**src/rtl/if_fetch_queue.sv**
```systemverilog
// Instruction fetch queue: buffers {pc, instruction} pairs from the fetch stage
// and hands them to ID in order over a valid/ready handshake.
module if_fetch_queue #(
    parameter int unsigned DEPTH       = 4,
    parameter int unsigned ADDR_WIDTH  = 32,
    parameter int unsigned INST_WIDTH  = 32,
    parameter int unsigned FREE_MARGIN = 2
) (
    input  logic                     clk_i,
    input  logic                     rst_i,
    input  logic                     ce_i,
    input  logic [ADDR_WIDTH-1:0]    pc_i,
    input  logic [INST_WIDTH-1:0]    inst_i,
    input  logic                     flush_i,
    input  logic                     id_ready_i,
    output logic                     id_valid_o,
    output logic [ADDR_WIDTH-1:0]    id_pc_o,
    output logic [INST_WIDTH-1:0]    id_inst_o,
    output logic [$clog2(DEPTH):0]   count_o,
    output logic                     stallreq_o,
    output logic                     overflow_o
);

    localparam int unsigned PTR_W = $clog2(DEPTH);
    localparam int unsigned CNT_W = PTR_W + 1;
    localparam logic [CNT_W-1:0] FULL_CNT = CNT_W'(DEPTH);
    localparam logic [CNT_W-1:0] MARGIN   = CNT_W'(FREE_MARGIN);

    logic [ADDR_WIDTH-1:0] pc_mem   [DEPTH];
    logic [INST_WIDTH-1:0] inst_mem [DEPTH];

    logic [PTR_W-1:0] wr_ptr_reg, wr_ptr_next;
    logic [PTR_W-1:0] rd_ptr_reg, rd_ptr_next;
    logic [CNT_W-1:0] count_reg, count_next;
    logic             overflow_reg, overflow_next;

    logic             full;
    logic             pop;
    logic             push;
    logic             drop;
    logic [CNT_W-1:0] free_slots;

    assign full = (count_reg == FULL_CNT);
    assign pop  = id_valid_o && id_ready_i && !flush_i;
    // A full queue still accepts a push when the head leaves in the same cycle.
    assign push = ce_i && !flush_i && (!full || pop);
    assign drop = ce_i && !flush_i && full && !pop;

    always_comb begin
        wr_ptr_next   = wr_ptr_reg;
        rd_ptr_next   = rd_ptr_reg;
        count_next    = count_reg;
        overflow_next = overflow_reg;
        if (flush_i) begin
            wr_ptr_next = '0;
            rd_ptr_next = '0;
            count_next  = '0;
        end else begin
            if (push) begin
                wr_ptr_next = wr_ptr_reg + PTR_W'(1);
            end
            if (pop) begin
                rd_ptr_next = rd_ptr_reg + PTR_W'(1);
            end
            if (push && !pop) begin
                count_next = count_reg + CNT_W'(1);
            end else if (pop && !push) begin
                count_next = count_reg - CNT_W'(1);
            end
            if (drop) begin
                overflow_next = 1'b1;
            end
        end
    end

    always_ff @(posedge clk_i or posedge rst_i) begin
        if (rst_i) begin
            wr_ptr_reg   <= '0;
            rd_ptr_reg   <= '0;
            count_reg    <= '0;
            overflow_reg <= 1'b0;
        end else begin
            wr_ptr_reg   <= wr_ptr_next;
            rd_ptr_reg   <= rd_ptr_next;
            count_reg    <= count_next;
            overflow_reg <= overflow_next;
        end
    end

    // Storage carries no reset; the head is masked by id_valid_o instead.
    always_ff @(posedge clk_i) begin
        if (push) begin
            pc_mem[wr_ptr_reg]   <= pc_i;
            inst_mem[wr_ptr_reg] <= inst_i;
        end
    end

    assign free_slots = FULL_CNT - count_reg;

    assign id_valid_o = (count_reg != '0);
    assign id_pc_o    = id_valid_o ? pc_mem[rd_ptr_reg]   : '0;
    assign id_inst_o  = id_valid_o ? inst_mem[rd_ptr_reg] : '0;
    assign count_o    = count_reg;
    assign stallreq_o = (free_slots <= MARGIN);
    assign overflow_o = overflow_reg;

endmodule

```
**config.mk**
```make
export PLATFORM = sky130hd
export DESIGN_NAME = if_fetch_queue
export DESIGN_NICKNAME = d
export VERILOG_FILES = /design/src/rtl/if_fetch_queue.sv
export SDC_FILE = /design/constraint.sdc
export NUM_CORES = 1
export LEC_CHECK = 0
export ABC_AREA = 1
export BUFFER_PORTS_ARGS = -buffer_cell sky130_fd_sc_hd__buf_2
export CAP_MARGIN = 20
export CELL_PAD_IN_SITES_DETAIL_PLACEMENT = 1
export CELL_PAD_IN_SITES_GLOBAL_PLACEMENT = 2
export CORE_MARGIN = 4
export CORE_UTILIZATION = 35
export CTS_CLUSTER_SIZE = 16
export DETAILED_ROUTE_END_ITERATION = 12
export PLACE_DENSITY = 0.81
export SKIP_LAST_GASP = 1
export SYNTH_ARGS = -nofsm -noshare
export SYNTH_HDL_FRONTEND = slang
export SYNTH_SLANG_ARGS = --single-unit
```
**constraint.sdc**
```tcl
create_clock -name clk_i -period 5.5 [get_ports clk_i]
set_input_delay 0.825 -clock clk_i [delete_from_list [all_inputs] [get_ports clk_i]]
set_output_delay 0.825 -clock clk_i [all_outputs]
set_load 0.1 [all_outputs]
```
* Yosys cells after proc, flatten, opt, wreduce, memory -nomap -nowiden
Memory sizes are Yosys's and may differ from the RTL's. Index checks and enable logic that the tools add are counted. W data, S select, Z words.
Operators by class: multiplexer cells 11, magnitude comparators 1, $add $sub $neg 5, equal/unequal tests 1, bitwise operators 1, reductions and logical operators 18
Operators by type and width (number):
- $mux W32 | 2
- $mux W3 | 3
- $logic_and A1 B1 Y1 | 8
- $mux W2 | 4
- $reduce_bool A3 Y1 | 2
- $add A2 B1 Y2 const B | 2
- $logic_not A1 Y1 | 4
- $reduce_bool A2 Y1 | 2
- $add A3 B1 Y3 const B | 1
- $eq A3 B3 Y1 const B | 1
- $le A3 B2 Y1 const B | 1
- $sub A3 B1 Y3 const B | 1
- $sub A3 B3 Y3 const A | 1
- $mux W1 | 2
- $reduce_and A2 Y1 | 1
- $logic_or A1 B1 Y1 | 1
- $not A1 Y1 | 1
Storage, ports and cells: output and inout bits 70, memories kept 2, register bits after elaboration 8, logic and storage cells 43, bits in writable memories 256
Memories:
- inst_mem | words 4, width 32, read ports 1, clocked after Yosys merged registers in 0, wr ports 1, line 30 | logic [INST_WIDTH-1:0] inst_mem [DEPTH];
- pc_mem | words 4, width 32, read ports 1, clocked after Yosys merged registers in 0, wr ports 1, line 29 | logic [ADDR_WIDTH-1:0] pc_mem [DEPTH];

* Logic depth before layout (Yosys ltp)
depth after elaboration 10, depth in mapped cells 16, mapped depth without buffers 16

* Worst setup path after synthesis
No wires, ideal clock.
kind reg2reg, from register count_reg[0], in the netlist count_o[0], to memory inst_mem[0][0], enable pin, slack -0.350 ns, cell stages (with the launch flop) 9, arrival 5.364 ns, period minus slack after synthesis 5.850 ns, library setup time 0.486 ns, cells stage by stage dfrtp_1 -> inv_1 -> ha_1 -> ha_1 -> inv_1 -> nand3_1 -> nand2_1 -> nand2_1 -> nor2_1
Between the ends: word-level cells in the longest chain between the ends 7, elaborated cells between the ends (all ways) 9, classes of those cells eq/ne (1); mux (2); reduce/logical (6)
Ends and longest elaborated chain:
- from (decl) | line 34 | logic [CNT_W-1:0] count_reg, count_next;
- from (signal assigned) | line 85 | count_reg <= count_next;
- $reduce_bool A3 Y1 | line 100 | assign id_valid_o = (count_reg != '0);
- net id_valid_o | line 16 | output logic id_valid_o,
- $logic_and A1 B1 Y1 (2 in a row) | line 44 | assign pop = id_valid_o && id_ready_i && !flush_i;
- $logic_or A1 B1 Y1 | line 46 | assign push = ce_i && !flush_i && (!full || pop);
- $logic_and A1 B1 Y1 | line 46
- $mux W1 | line 92 | if (push) begin
- $mux W1 (not written as such) | line 94 | inst_mem[wr_ptr_reg] <= inst_i;
- to (decl) | line 30
The timed path passes the listed nets, and every way through them passes these cells.

* Worst setup path after layout
from register rd_ptr_reg[1], to output id_inst_o[3]
Between the ends: word-level cells in the longest chain between the ends 2
Ends and longest elaborated chain:
- from (decl) | line 33 | logic [PTR_W-1:0] rd_ptr_reg, rd_ptr_next;
- from (signal assigned) | line 84 | rd_ptr_reg <= rd_ptr_next;
- $mem_v2 Z4 W32
- $mux W32 | line 102 | assign id_inst_o = id_valid_o ? inst_mem[rd_ptr_reg] : '0;
- to (decl) | line 18 | output logic [INST_WIDTH-1:0] id_inst_o,
Every way passes these cells.

==> impl_metrics.yaml <==
outcome:
  status: "finished clean"
global_routing:
  grt_first_pass_wirelength_um: 40000
  grt_pass1_vias: 7099
  antenna_found_initial: 2
  gr-total-overflow: 0
  grt_start_max_net_pins: 70
  grtUsageTotal: 0.153
cts:
  cts_buffers: 28
  cts_root_buf: "clkbuf_16"
  cts_htree_levels: 1
  cts_setup_buffers: 0
  clock-sinks: 264
  cts_resized: 0
  hold_buffers: 0
  clk_path_buf_depth: 3
  cts_tree: "done"
  insertion_delay_ps: 530
  clkTransAtPathRegs_ps: 60
floorplanning:
  die_area_um2: 32700
  die_h_um: 181
  core-area_um2: 29600
  start_util: 0.354
  die_w_um: 181
  pin_count: 139
  row_count: 63
placed_design:
  gp_congestion: 0.705
  place_ws_ps: 1860
  dpl.hpwl_um: 14600
  portBuffers: 138
sta:
  finalSetupTns_ps: 0
  rsz0062_at_grt: "no"
  layout_setup_ws_ps: 1300
  skew_ps: 6.43
  setup_violations: 0
  drv_slew: 0
  post-route-period-util: 0.764
  finalCriticalPeriod_ps: 4200
  hold_violations: 0
  worst_pin_slew_ps: 939
  relSlewSlack: 0.372
  fmax_ghz: 0.238
critical_path:
  path_class: "reg2out"
  crit_path_end_kind: "primary output"
  rr_worst_depth: 9
  r2r_end: "pc_mem[0][25]"
  start_kind: "flop"
  rr_startpoint: "count_o[0]"
  r2r_slack_ps: 2210
  critPathArrivalTime_ps: 3380
  worstPathRequired_ps: 4680
  crit_path_max_fanout: 36
routing:
  routed_wl_um: 25400
  drt_first_iter_violations: 418
  route.vias.total: 6746
  drc: 0
  antenna_left: 0
  drt_first_pass_iters: 4
  wl_per_cell_um: 18.5
  via_per_inst: 4.91
logic_synthesis:
  syn_area_um2: 10500
  synthArstFlopShare: 0.0303
  synth-seq-cells: 264
  synth_common_cells: "nor2_1, edfxtp_1, o21ai_0"
  synthDistinctLibCells: 20
  synth_top_area_frac: 0.735
  synth.yosys.seq_area_share: 0.754
  synth_edf_count: 256
  yosys.area.top_type: "edfxtp_1"
  syn_inst: 835
  synth.most_common_cell: "nor2_1"
  synth.top_cells.by_area: "edfxtp_1, nor2_1, o21ai_0"
  avgSynthCellArea_um2: 12.5
  synth_nets: 913
  synthFlopType: "edfxtp_1"
  yosys_warnings: 0
job:
  drv_cap: 0
min_path:
  min_path_type: "in2async"
finish:
  layout-area-overhead-vs-synth_pct: 18.0
  drive_gt1_frac: 0.196
  nNetsFinal: 1042
[how the worst max path moves through the flow]
stage / end / startpoint / cells after the start
2_1_floorplan: inst_mem[0][0] / count_o[0] / 8
3_3_place_gp: id_pc_o[9] / rd_ptr_reg[1] / 6
3_5_place_dp: id_pc_o[9] / rd_ptr_reg[1] / 6
4_1_cts: id_inst_o[3] / rd_ptr_reg[1] / 6
5_1_grt: id_inst_o[3] / rd_ptr_reg[1] / 6
6_report: id_inst_o[3] / rd_ptr_reg[1] / 6
[layout make-up]
cell class | instances | area (µm²)
Antenna cell | 2 | 5.00
Clock buffer | 38 | 759
Clock inverter | 11 | 83.8
Fill cell | 3157 | 17200
Inverter | 24 | 91.3
Multi-Input combinational cell | 498 | 2250
Sequential cell | 264 | 7890
Tap cell | 390 | 488
Timing Repair Buffer | 148 | 766
[worst max-delay path: stages, from the launching register on]
cell and delay, ps:
dfrtp_2 840, inv_2 500, buf_4 410, nor2_1 170, o21ai_0 130, a21oi_1 270
buf_2 480
[per-stage QoR]
stage / cells / hold slack (ps) / util / cell area, µm²
floorplan: 835 / 579 / - / 10500
global placement: 1324 / 490 / 0.389 / 11500
detailed placement: 1324 / 505 / 0.389 / 11500
CTS: 1373 / 248 / 0.417 / 12300
global route: 1374 / 272 / 0.417 / 12300
finish: 1375 / 268 / 0.417 / 12300
[layout by cell type, fill, tap and decap left out, types with 2 or more instances in the layout]
cell / instances
nor2_1: 258
edfxtp_1: 256
buf_2: 138
o21ai_0: 128
a21oi_1: 68
clkbuf_16: 29
inv_1: 22
nand2_1: 22
buf_4: 10
clkbuf_1: 9
ha_1: 7
dfrtp_1: 6
clkinv_2: 4
o21ai_1: 4
nor2_4: 4
clkinv_1: 4
diode_2: 2
nand4_1: 2
clkinvlp_4: 2
[layer usage]
metal	part of all wire	up-vias	global-route usage
met2	0.49	142	0.269
met5	0.00043	-	0
met1	0.44	3369	0.200
met3	0.044	39	0.0248
met4	0.019	2	0.0336
li1	-	3194	-
[logic make-up (layout without fill, tap and decap cells)]
group | Yosys count | after routing | share of synthesized area
and+or+nand+nor | 287 | 287 | 0.104
DFF | 264 | 264 | 0.754
AOI/OAI and AO/OA | 202 | 202 | 0.0971
buffers and inverters | 73 | 221 | 0.0336
adders and majority gates | 9 | 9 | 0.0115
other | 0 | 2 | 0
Power is not shown: default switching activity piles up to over one toggle a cycle in this logic, so the estimate is an artifact.
